[src/rtl/jogador_automatico_if.sv]
// Game <-> auto-player link: leds/status from the game, button drive back to it.
interface jogador_automatico_if;
  logic [3:0] leds;
  logic       vez_jogador;
  logic       pronto;
  logic       ganhou;
  logic       perdeu;
  logic [3:0] botoes;

  modport master (output leds, vez_jogador, pronto, ganhou, perdeu, input botoes);
  modport slave  (input leds, vez_jogador, pronto, ganhou, perdeu, output botoes);
endinterface

[src/rtl/jogador_automatico.sv]
// Memory-game auto-player: captures the presented led sequence and replays it on
// the buttons with fixed hold/release timing, optionally corrupting one press.
module jogador_automatico #(
  parameter int MAX_JOGADAS  = 16,
  parameter int HOLD_CICLOS  = 3,
  parameter int SOLTA_CICLOS = 3
) (
  input  logic                 clock,
  input  logic                 reset,
  input  logic                 habilita,
  input  logic                 erro_en,
  input  logic [4:0]           erro_rodada,
  input  logic [3:0]           erro_jogada,
  jogador_automatico_if.slave  jogo,
  output logic                 ativo,
  output logic [4:0]           rodadas_jogadas,
  output logic                 resultado_ganhou,
  output logic                 resultado_perdeu,
  output logic                 erro_captura,
  output logic [3:0]           db_estado
);

  localparam int NW   = $clog2(MAX_JOGADAS + 1);
  localparam int IW   = $clog2(MAX_JOGADAS);
  localparam int CMAX = (HOLD_CICLOS > SOLTA_CICLOS) ? HOLD_CICLOS : SOLTA_CICLOS;
  localparam int CW   = $clog2(CMAX + 1);

  typedef enum logic [3:0] {
    INATIVO   = 4'd0,
    CAPTURA   = 4'd1,
    PRESSIONA = 4'd2,
    SOLTA     = 4'd3,
    AGUARDA   = 4'd4,
    FIM       = 4'd5,
    FALHA     = 4'd6
  } estado_t;

  estado_t                        estado;
  logic [MAX_JOGADAS-1:0][3:0]    mem;
  logic [NW-1:0]                  n, i, i_nxt;
  logic [CW-1:0]                  cnt;
  logic [4:0]                     rodada;
  logic [3:0]                     leds_prev, botoes_q;
  logic [3:0]                     tecla0, tecla_nxt;
  logic                           borda, multi;

  assign borda     = (leds_prev == 4'b0000) && (jogo.leds != 4'b0000);
  assign multi     = |(jogo.leds & (jogo.leds - 4'd1));
  assign i_nxt     = i + 1'b1;
  assign jogo.botoes = botoes_q;
  assign db_estado = estado;
  assign ativo     = (estado == CAPTURA) || (estado == PRESSIONA) ||
                     (estado == SOLTA)   || (estado == AGUARDA);

  // Value for the press about to start; injection rotates the one-hot left.
  always_comb begin
    tecla0    = mem[0];
    tecla_nxt = mem[i_nxt[IW-1:0]];
    if (erro_en && rodada == erro_rodada && NW'(erro_jogada) == NW'(0))
      tecla0 = {mem[0][2:0], mem[0][3]};
    if (erro_en && rodada == erro_rodada && NW'(erro_jogada) == i_nxt)
      tecla_nxt = {tecla_nxt[2:0], tecla_nxt[3]};
  end

  always_ff @(posedge clock or negedge reset) begin
    if (!reset) begin
      estado           <= INATIVO;
      mem              <= '0;
      n                <= '0;
      i                <= '0;
      cnt              <= '0;
      rodada           <= '0;
      leds_prev        <= '0;
      botoes_q         <= '0;
      rodadas_jogadas  <= '0;
      resultado_ganhou <= 1'b0;
      resultado_perdeu <= 1'b0;
      erro_captura     <= 1'b0;
    end else begin
      leds_prev <= jogo.leds;
      if (!habilita) begin
        estado   <= INATIVO;
        botoes_q <= '0;
      end else if (jogo.pronto && ativo) begin
        estado           <= FIM;
        botoes_q         <= '0;
        resultado_ganhou <= jogo.ganhou;
        resultado_perdeu <= jogo.perdeu;
      end else begin
        case (estado)
          INATIVO: begin
            estado           <= CAPTURA;
            n                <= '0;
            rodada           <= '0;
            resultado_ganhou <= 1'b0;
            resultado_perdeu <= 1'b0;
            erro_captura     <= 1'b0;
          end
          CAPTURA: begin
            if (borda && n == NW'(MAX_JOGADAS)) begin
              estado <= FALHA;
            end else if (jogo.vez_jogador) begin
              if (n == '0) estado <= FALHA;
              else begin
                estado   <= PRESSIONA;
                i        <= '0;
                cnt      <= '0;
                botoes_q <= tecla0;
              end
            end else if (borda) begin
              mem[n[IW-1:0]] <= jogo.leds;
              n              <= n + 1'b1;
              if (multi) erro_captura <= 1'b1;
            end
          end
          PRESSIONA: begin
            if (cnt == CW'(HOLD_CICLOS - 1)) begin
              estado   <= SOLTA;
              cnt      <= '0;
              botoes_q <= '0;
            end else cnt <= cnt + 1'b1;
          end
          SOLTA: begin
            if (cnt == CW'(SOLTA_CICLOS - 1)) begin
              cnt <= '0;
              i   <= i_nxt;
              if (i_nxt == n) begin
                estado <= AGUARDA;
                if (rodadas_jogadas != 5'd31) rodadas_jogadas <= rodadas_jogadas + 1'b1;
              end else begin
                estado   <= PRESSIONA;
                botoes_q <= tecla_nxt;
              end
            end else cnt <= cnt + 1'b1;
          end
          AGUARDA: begin
            if (!jogo.vez_jogador) begin
              estado <= CAPTURA;
              if (rodada != 5'd31) rodada <= rodada + 1'b1;
              // The next presentation may start in this very cycle.
              if (borda) begin
                mem[0] <= jogo.leds;
                n      <= NW'(1);
                if (multi) erro_captura <= 1'b1;
              end else n <= '0;
            end
          end
          FIM, FALHA: botoes_q <= '0;
          default: begin
            estado   <= INATIVO;
            botoes_q <= '0;
          end
        endcase
      end
    end
  end

endmodule

[src/flat_wrapper.sv]
// flat-port wrapper written by rule: the top's interface ports become plain ports
module jogador_automatico_flat 
#(
  parameter int MAX_JOGADAS  = 16,
  parameter int HOLD_CICLOS  = 3,
  parameter int SOLTA_CICLOS = 3
)
  (clock, reset, habilita, erro_en, erro_rodada, erro_jogada, ativo, rodadas_jogadas, resultado_ganhou, resultado_perdeu, erro_captura, db_estado, jogo_leds, jogo_vez_jogador, jogo_pronto, jogo_ganhou, jogo_perdeu, jogo_botoes);
  jogador_automatico_if jogo_i ();
  input  logic clock;
  input  logic reset;
  input  logic habilita;
  input  logic erro_en;
  input  logic [4:0] erro_rodada;
  input  logic [3:0] erro_jogada;
  output logic ativo;
  output logic [4:0] rodadas_jogadas;
  output logic resultado_ganhou;
  output logic resultado_perdeu;
  output logic erro_captura;
  output logic [3:0] db_estado;
  input wire logic [$bits(jogo_i.leds)-1:0] jogo_leds;
  input wire logic [$bits(jogo_i.vez_jogador)-1:0] jogo_vez_jogador;
  input wire logic [$bits(jogo_i.pronto)-1:0] jogo_pronto;
  input wire logic [$bits(jogo_i.ganhou)-1:0] jogo_ganhou;
  input wire logic [$bits(jogo_i.perdeu)-1:0] jogo_perdeu;
  output wire logic [$bits(jogo_i.botoes)-1:0] jogo_botoes;
  assign jogo_i.leds = jogo_leds;
  assign jogo_i.vez_jogador = jogo_vez_jogador;
  assign jogo_i.pronto = jogo_pronto;
  assign jogo_i.ganhou = jogo_ganhou;
  assign jogo_i.perdeu = jogo_perdeu;
  assign jogo_botoes = jogo_i.botoes;
  jogador_automatico #(.MAX_JOGADAS(MAX_JOGADAS), .HOLD_CICLOS(HOLD_CICLOS), .SOLTA_CICLOS(SOLTA_CICLOS)) u_core (.clock(clock), .reset(reset), .habilita(habilita), .erro_en(erro_en), .erro_rodada(erro_rodada), .erro_jogada(erro_jogada), .jogo(jogo_i), .ativo(ativo), .rodadas_jogadas(rodadas_jogadas), .resultado_ganhou(resultado_ganhou), .resultado_perdeu(resultado_perdeu), .erro_captura(erro_captura), .db_estado(db_estado));
endmodule
[config.mk]
export PLATFORM = sky130hd
export DESIGN_NAME = jogador_automatico_flat
export DESIGN_NICKNAME = d
export VERILOG_FILES = /design/src/rtl/jogador_automatico_if.sv /design/src/rtl/jogador_automatico.sv /design/src/flat_wrapper.sv
export SDC_FILE = /design/constraint.sdc
export NUM_CORES = 1
export LEC_CHECK = 0
export ABC_AREA = 1
export CORE_MARGIN = 4
export CORE_UTILIZATION = 50
export CTS_CLUSTER_SIZE = 24
export DETAILED_ROUTE_END_ITERATION = 7
export PLACE_DENSITY = 0.75
export RECOVER_POWER = 50
export SYNTH_ARGS = -nofsm -noshare
export SYNTH_HDL_FRONTEND = slang
export SYNTH_SLANG_ARGS = --single-unit
[constraint.sdc]
create_clock -name clock -period 2.05 [get_ports clock]
set_clock_uncertainty 0.15 [all_clocks]
set_input_delay 0.41 -clock clock [delete_from_list [all_inputs] [get_ports clock]]
set_output_delay 0.41 -clock clock [all_outputs]
set_load 0.01 [all_outputs]
==> metrics.yaml, run 1 <==
outcome:
  status: "complete, but fails checks"
  violations: "setup timing"
sta:
  setup_slack_ns: -0.158
  hold_viol_final: 0
  tns_ns: -6.93
  drv_slew: 0
  max_freq_ghz: 0.453
  setup_viol: 67
  rsz0062_at_grt: "true"
  fin_crit_ns: 2.21
  slew_headroom_pct: 38.1
  whs_ns: 0.0460
  post-route-period-util_pct: 108
  tightest_slew_ns: 0.929
setup_path:
  cp_common_cell: "nand2_2"
  cp.arrival_ns: 2.32
  endpoint_kind: "flop"
  start_kind: "flop"
  crit_path_max_fanout: 8
  path_class: "reg -> reg"
  crit_slowest_cell: "dfrtp_2"
  crit_chain: "inv_2 > nand2_2 > nand2_2 > nand2_2 > nand2_4 > nand2_4 > clkinv_4 > nand3b_4 > nor3_4 > buf_12 > buf_8 > nand3_4 > nand2_2 > o21ai_1"
  worst-path-buf-inv: 4
  cp_data_required_time_ns: 2.17
  cp_top_family: "simple AND/OR/NAND/NOR gates"
  slowest_delay_ns: 0.46
power_and_ir_drop:
  total_power_mw: 6.71
  power.density_nw_per_um2: 949
  ir_drop_mv: 0.530
  p_leak_nw: 3.31
synth:
  syn_area_um2: 5480
  synth.avg_cell_area_um2: 7.62
  ys_types: 39
  synth_fp_nets: 749
  synth-seq-cells: 100
  ys.warnings.count: 0
  syn_inst: 719
  seq_area_frac_synth_pct: 45.7
clock_network:
  clk_pin_slew_ns: 0.11
  clockRootBuffer: "clkbuf_8"
  clkLatencyLatePin_ns: 0.38
  cts_sinks: 100
  ctsHtreeMaxLevel: 3
  cts_buffers: 9
  cts_tree: "built"
  cts_buffer_depth: 2
finish:
  drive_above_1_share_pct: 22.8
  fin_nets: 862
  multi_input_area_um2: 2890
  n_fill_cell: 835
  seq_area_um2: 2510
  area_growth_pct: 29.0
  n_antenna_cell: 0
global_route:
  antenna_found_initial: 0
  grt_pass1_vias: 5200
  grt_use_total_pct: 23.6
  grt_pass1_wl_mm: 24.6
  grt_start_max_net_pins: 63
  globalRouteOverflowTotal: 0
place:
  hpwl_mm: 10.8
  place_ws_ns: -0.647
  globalplace.congestion: 0.931
  io_buffers: 36
worst_hold_path:
  timing.hold.worst.class: "in -> reg"
floorplan:
  start_util_pct: 52.1
  io_pins: 38
  die_x_um: 113
  rows: 37
  dieArea_um2: 12700
  core-area_um2: 10500
  dieHeight_um: 113
drt:
  wl_mm: 15.5
  dr.pass1.iters: 5
  antenna_left: 0
  routed-via-count: 5455
  routedWlPerCell_um: 15.9
  vias_per_cell: 5.61
  first_iter_violations: 563
  drc_errors: 0
flow_run:
  drv_cap: 0
## through the flow
stage | cells | utilization [%] | cell area (µm²)
after detailed placement | 937 | 61.4 | 6460
final | 973 | 67.3 | 7070
after CTS | 961 | 64.4 | 6760
after global placement | 937 | 61.4 | 6460
after global routing | 973 | 67.3 | 7070
after floorplan | 719 | - | 5500
## synthesized netlist by cell type (all sizes together)
cell type	number	share of area [%]
o31ai	1	0.14
o21bai	1	0.14
and3	1	0.11
buf	12	1.4
xnor2	3	0.48
clkinv	2	0.23
nand4	6	0.69
inv	56	3.8
nand3b	3	0.64
ha	9	2.1
o211ai	4	0.55
nor2	45	3.3
o21ai	84	7.7
conb	1	0.068
xor2	4	0.64
dfrtp	100	46
o21a	1	0.14
nand3	101	11
o2111ai	1	0.16
clkbuf	8	0.55
a21oi	8	0.73
nor3	9	1.0
a31oi	1	0.11
nor4	1	0.11
o22ai	5	0.57
nand2	252	18
## worst paths after layout
check | startpoint | slack (ns) | to | cells past startpoint
setup / recovery | u_core.db_estado[0] | -0.16 | u_core.mem[26] | 14
hold / removal | jogo_leds[3] | 0.05 | u_core.leds_prev[3] | 1
setup reg to reg | u_core.db_estado[0] | -0.16 | u_core.mem[26] | 14
hold reg to reg | u_core.jogo.botoes[3] | 0.34 | u_core.jogo.botoes[3] | 2
max in group asynchronous | reset | 0.43 | u_core.db_estado[0] | 3
min in group asynchronous | reset | 0.65 | u_core.mem[24] | 3
## worst register-to-register path, stage by stage, from the launching register on
cell,delay [ns]
dfrtp_2,0.46
inv_2,0.10
nand2_2,0.08
nand2_2,0.11
nand2_2,0.08
nand2_4,0.08
nand2_4,0.07
clkinv_4,0.06
nand3b_4,0.08
nor3_4,0.27
buf_12,0.16
buf_8,0.13
nand3_4,0.12
nand2_2,0.09
o21ai_1,0.07
## power breakdown
part / switching [mW] / internal (mW) / total [mW] / leakage [nW]
clock network: 0.761 / 0.467 / 1.23 / 0.0934
registers: 0.200 / 2.17 / 2.37 / 1.37
logic: 1.82 / 1.29 / 3.11 / 1.85
## flip-flops by register name, summed over array words and instances (netlist names)
signal	cells
u_core.rodadas_jogadas	5
u_core.db_estado	3
u_core.resultado_ganhou	1
u_core.leds_prev	4
u_core.i	5
u_core.resultado_perdeu	1
u_core.rodada	5
u_core.n	5
u_core.erro_captura	1
u_core.jogo.botoes	4
u_core.cnt	2
u_core.mem	64
## routing by layer
metal  wire length (µm)  track usage (%)
met5                  0                0
met4                169             6.33
met3               1040             4.15
met2               7700             39.3
met1               6570             31.9
## cell usage in the layout (no fill, tap or decap), drive strengths merged, types with 9 or more instances in the layout
| cell | instances |
|---|---|
| nand2 | 252 |
| clkdlybuf4s50 | 29 |
| o21ai | 84 |
| nor2 | 45 |
| nand3 | 101 |
| inv | 59 |
| dfrtp | 100 |
| ha | 9 |
| nor3 | 9 |
| clkbuf | 16 |
| buf | 81 |
## repair_timing
| item | 4_1_cts | 5_1_grt |
|---|---|---|
| hold buffers | 1 | 0 |
| cloned | 0 | 1 |
| setup endpoints to repair | 73 | 91 |
| setup buffers | 7 | 11 |
| pin swaps | 7 | 27 |
| gates resized for setup | 22 | 80 |
| endpoints found under the hold margin | 100 | 0 |
## final cells by class
cell class | count | share of cell area [%]
repair buffers | 122 | 15.5
clock inverters | 6 | 0.779
inverters | 58 | 3.20
multi-input cells | 541 | 40.9
clock buffers | 10 | 1.81
well taps | 136 | 2.41
flip-flops and latches | 100 | 35.5
## cell families (layout without fill, tap and decap cells)
logic type / after synthesis / in the layout / share of synthesized area [%]
AOI/OAI and AO/OA: 106 / 106 / 10.2
buffers and inverters: 78 / 196 / 5.98
and+or+nand+nor: 418 / 418 / 34.9
xor gates and xnor gates: 7 / 7 / 1.12
adders and majority gates: 9 / 9 / 2.06
DFF: 100 / 100 / 45.7
other: 1 / 1 / 0.0684
Power figures use the tool's default switching activity.
==> run 2: changes to the inputs <==
--- a/config.mk
+++ b/config.mk
@@ -6,10 +6,12 @@
 export NUM_CORES = 1
 export LEC_CHECK = 0
 export ABC_AREA = 1
+export CAP_MARGIN = 5
 export CORE_MARGIN = 4
 export CORE_UTILIZATION = 50
 export CTS_CLUSTER_SIZE = 24
 export DETAILED_ROUTE_END_ITERATION = 7
+export GPL_TIMING_DRIVEN = 0
 export PLACE_DENSITY = 0.75
 export RECOVER_POWER = 50
 export SYNTH_ARGS = -nofsm -noshare
==> run 2 against run 1 <==
  * The run still ends with setup timing left
  * First-iteration DRC count decreased by 1.2%
  * Global-route usage increased by 0.44 points
  * Largest cell class unchanged
  * Critical endpoint is now u_core.jogo.botoes[1]
  * Non-clock buffer count decreased by 9
  * Count of clock-buffer cells in the layout decreased by 1
  * Cell count decreased by 0.92%
  * Wire length increased by 6.2%
  * Total power increased by 5.5%
  * Largest power group unchanged
  * Sequential cell count unchanged
==> metrics.yaml, run 2 (same netlist as run 1, synthesis figures left out) <==
drt:
  drc_errors: 0
  dr.pass1.iters: 5
  vias_per_cell: 5.70
  wl_mm: 16.4
  routedWlPerCell_um: 17.1
  first_iter_violations: 556
  routed-via-count: 5493
  antenna_left: 0
sta:
  setup_slack_ns: -0.104
  tns_ns: -3.69
  setup_viol: 74
  hold_viol_final: 0
  max_freq_ghz: 0.464
  post-route-period-util_pct: 105
  fin_crit_ns: 2.15
  drv_slew: 0
  tightest_slew_ns: 1.23
  slew_headroom_pct: 17.9
  rsz0062_at_grt: "true"
setup_path:
  start_kind: "flop"
  cp_data_required_time_ns: 2.18
  crit_path_max_fanout: 8
  rr_worst_depth: 14
  path_class: "reg -> reg"
  endpoint_kind: "flop"
  cp.arrival_ns: 2.29
finish:
  n_antenna_cell: 0
  max_flop_register: "u_core.mem"
  design_area_um2: 7240
  fin_nets: 853
  final_util_pct: 68.9
  final_cell_mix: "201 x nand2_1, 95 x dfrtp_1, 72 x nand3_1"
  drive_above_1_share_pct: 27.1
  n_fill_cell: 809
  final_common_cell: "nand2_1"
  largest_reg_flops: 64
  area_growth_pct: 32.1
floorplan:
  start_util_pct: 52.1
  io_pins: 38
  dieHeight_um: 113
  die_x_um: 113
  rows: 37
  dieArea_um2: 12700
  core-area_um2: 10500
place:
  hpwl_mm: 10.2
  io_buffers: 36
  globalplace.congestion: 0.924
  place_area_um2: 6060
clock_network:
  cts_buffers: 9
  cts_sinks: 100
  cts_tree: "built"
  clk_pin_slew_ns: 0.11
  cts_buffer_depth: 2
  clockRootBuffer: "clkbuf_8"
  clkLatencyLatePin_ns: 0.39
  ctsHtreeMaxLevel: 3
global_route:
  grt_pass1_wl_mm: 24.5
  globalRouteOverflowTotal: 0
  grt_start_max_net_pins: 55
  grt_pass1_vias: 5019
  grt_use_total_pct: 24.0
  antenna_found_initial: 0
outcome:
  status: "complete, but fails checks"
  violations: "setup timing"
flow_run:
  drv_cap: 0
power_and_ir_drop:
  total_power_mw: 7.07
  ir_drop_mv: 0.447
  p_leak_nw: 3.29
  power.density_nw_per_um2: 977
worst_hold_path:
  whs_path_depth: 1
  timing.hold.worst.class: "in -> reg"
[run 2: cell count changes in the layout (fill, tap and decap cells not counted), sizes merged]
cell / delta
buf: -12
clkinvlp: +3
dlygate4sd2: +3
clkbuf: +2
inv: -2
clkdlybuf4s25: -1
clkdlybuf4s50: -1
dlymetal6s2s: -1
[run 2: path summary, 6_finish.rpt]
check                                       from                    end  slack, ns
max                                  u_core.i[0]  u_core.jogo.botoes[1]      -0.10
min                                 jogo_leds[2]    u_core.leds_prev[2]       0.14
max reg2reg                          u_core.i[0]  u_core.jogo.botoes[1]      -0.10
min reg2reg                u_core.jogo.botoes[1]  u_core.jogo.botoes[1]       0.34
max in group asynchronous                  reset    u_core.db_estado[2]       0.23
min in group asynchronous                  reset         u_core.mem[19]       0.66
[run 2: critical path, cell delays in order, from the launching register on]
cell and delay [ns]:
dfrtp_2 0.46, ha_4 0.19, inv_1 0.05, nand2_1 0.09, nand2_2 0.10, buf_6 0.13, clkinvlp_4 0.20, nand3_1 0.15
nand3_1 0.09, nand2_1 0.12, nand2_1 0.07, nand3_1 0.07, nand2_1 0.06, nand3_2 0.07, nand2_1 0.05
[run 2: what timing repair did]
action,4_1_cts,5_1_grt
hold buffers,1,0
setup buffers,34,22
setup endpoints to repair,89,91
pin swaps,19,43
gates cloned,1,0
endpoints found under the hold margin,46,0
resized for setup,62,134
[run 2: area by class of cell]
class                           instances  area (µm²)  area share (%)
Buffer                                 19         143            1.97
Clock buffer                            9         124            1.71
Clock inverter                          7        51.3           0.709
Inverter                               58         244            3.37
Multi-Input combinational cell        541        3100            42.8
Sequential cell                       100        2510            34.7
Tap cell                              136         170            2.35
Timing Repair Buffer                   94         900            12.4
[run 2: stage by stage]
stage	hold slack (ns)	instances	worst slack, ns
finish	0.143	964	-0.104
global route	0.142	964	-0.222
CTS	0.151	943	-0.0821
detailed placement	0.323	892	-0.848
global placement	0.317	891	-3.66
floorplan	-0.0356	719	-0.00654
[run 2: routing by layer]
metal / track usage (%) / wire length [µm]
met5: 0 / 0
met4: 7.21 / 439
met3: 5.50 / 1430
met2: 39.4 / 7880
met1: 31.8 / 6690
[run 2: power by group]
part	switching [mW]	leakage, nW	total, mW	internal [mW]
Sequential	0.217	1.36	2.39	2.17
Combinational	2.11	1.84	3.47	1.36
Clock	0.766	0.0860	1.21	0.448
==> run 3: changes to the inputs <==
--- a/config.mk
+++ b/config.mk
@@ -11,8 +11,9 @@
 export CORE_UTILIZATION = 50
 export CTS_CLUSTER_SIZE = 24
 export DETAILED_ROUTE_END_ITERATION = 7
+export GPL_ROUTABILITY_DRIVEN = 0
 export GPL_TIMING_DRIVEN = 0
-export PLACE_DENSITY = 0.75
+export PLACE_DENSITY_LB_ADDON = 0.12
 export RECOVER_POWER = 50
 export SYNTH_ARGS = -nofsm -noshare
 export SYNTH_HDL_FRONTEND = slang
==> run 3 against run 2 <==
  * The flow still finishes with violations (setup timing)
  * Count of clock-buffer cells in the layout is the same
  * Sequential share of layout area shrank 0.55 points
  * Clock power grew 36%
  * Core utilization grew 1.1 points
  * Non-clock buffer count grew 3
  * Cell count grew 0.31%
  * Hold slack gained 0.0059 ns
  * Sequential cell count is the same
  * Sequential power is essentially flat
  * Worst setup slack lost 0.091 ns
  * Combinational power is essentially flat
  * Die area is the same
  * Critical path type unchanged
  * Critical endpoint is now u_core.mem[17]
  * Largest cell class unchanged
==> metrics.yaml, run 3 (same netlist as run 1, synthesis figures left out) <==
setup_path:
  crit_path_max_fanout: 8
  start_kind: "flop"
  cp.arrival_ns: 2.34
  endpoint_kind: "flop"
  cp-startpoint: "u_core.db_estado[1]"
  crit_slowest_cell: "dfrtp_2"
  crit_chain: "inv_2 > nand2_2 > nand2_2 > nand2_4 > nand2_4 > nand2_4 > clkinv_4 > nand3b_4 > nor3_4 > buf_6 > buf_12 > buf_12 > nand3_4 > nand2_2 > o21ai_1"
  slowest_delay_ns: 0.45
  r2r_start: "u_core.db_estado[1]"
  cp_top_family: "simple AND/OR/NAND/NOR gates"
  cp_data_required_time_ns: 2.15
  path_class: "reg -> reg"
  worst-path-buf-inv: 5
clock_network:
  clockRootBuffer: "clkbuf_8"
  cts_sinks: 100
  clk_pin_slew_ns: 0.10
  cts_buffers: 9
  cts_tree: "built"
  clkLatencyLatePin_ns: 0.39
  ctsHtreeMaxLevel: 3
  cts_buffer_depth: 2
drt:
  routedWlPerCell_um: 16.9
  antenna_left: 0
  routed-via-count: 5469
  vias_per_cell: 5.66
  dr.pass1.iters: 6
  first_iter_violations: 472
  drc_errors: 0
  wl_mm: 16.3
sta:
  rsz0062_at_grt: "true"
  max_freq_ghz: 0.446
  fin_crit_ns: 2.24
  setup_viol: 71
  tns_ns: -7.66
  whs_ns: 0.148
  slew_headroom_pct: 20.9
  post-route-period-util_pct: 109
  setup_slack_ns: -0.194
  hold_viol_final: 0
  drv_slew: 0
  tightest_slew_ns: 1.19
place:
  io_buffers: 36
  placedCellCount: 892
  hpwl_mm: 10.3
global_route:
  antenna_found_initial: 0
  grt_start_max_net_pins: 52
  grt_use_total_pct: 25.3
  globalRouteOverflowTotal: 0
  grt_pass1_vias: 5180
  grt_pass1_wl_mm: 25.6
finish:
  max_flop_register: "u_core.mem"
  area_growth_pct: 34.3
  fin_nets: 856
  largest_reg_flops: 64
  final_cell_mix: "193 x nand2_1, 95 x dfrtp_1, 80 x nand3_1"
  n_antenna_cell: 0
  final_common_cell: "nand2_1"
  drive_above_1_share_pct: 28.3
  fin_cells: 967
  final_util_pct: 70.0
power_and_ir_drop:
  power.density_nw_per_um2: 1020
  total_power_mw: 7.51
  ir_drop_mv: 0.690
  p_leak_nw: 3.34
worst_hold_path:
  timing.hold.worst.class: "in -> reg"
  worstHoldStart: "jogo_leds[2]"
floorplan:
  io_pins: 38
  rows: 37
  dieHeight_um: 113
  start_util_pct: 52.1
  core-area_um2: 10500
  dieArea_um2: 12700
  die_x_um: 113
outcome:
  status: "complete, but fails checks"
  violations: "setup timing"
flow_run:
  drv_cap: 0
run 3: per-stage QoR:
step | instance area [µm²] | setup WS [ns]
CTS | 6900 | -0.0991
floorplan | 5500 | -0.00654
global route | 7360 | -0.271
finish | 7360 | -0.194
detailed placement | 6060 | -0.860
global placement | 6030 | -3.68
run 3: final cells by class:
type | count | area [µm²]
timing repair buffer | 97 | 945
tap | 136 | 170
buffer | 19 | 136
clock buffer | 9 | 124
multi-input combinational | 541 | 3090
clock inverter | 7 | 139
inverter | 58 | 243
sequential | 100 | 2510
fill | 788 | 3150
run 3: routing by layer:
layer / vias to the layer above / GRT usage, % / share of wire, %
li1: 2580 / - / -
met1: 2611 / 33.6 / 42
met2: 242 / 40.6 / 48
met3: 36 / 6.95 / 7.4
met4: 0 / 7.13 / 2.4
met5: - / 0 / 0
run 3: final timing paths:
kind                            cells past startpoint               endpoint  slack [ns]
worst max register to register                     15         u_core.mem[17]       -0.19
max in group asynchronous                           3            u_core.i[0]        0.25
worst min-delay path                                1    u_core.leds_prev[2]        0.15
worst min register to register                      2  u_core.jogo.botoes[1]        0.34
min in group asynchronous                           2         u_core.mem[42]        0.65
worst max-delay path                               15         u_core.mem[17]       -0.19
run 3: timing repair:
item,in CTS,in global routing
pin swaps,21,42
endpoints found under the hold margin,50,0
setup buffers,41,20
cloned,1,0
endpoints found under the setup margin,88,88
hold buffers,1,0
gates resized for setup,75,133
run 3: power by group:
part           internal (mW)  total [mW]  switching [mW]
combinational           1.43        3.50            2.07
sequential              2.17        2.37           0.204
clock                  0.931        1.64           0.705
total                   4.53        7.51            2.98
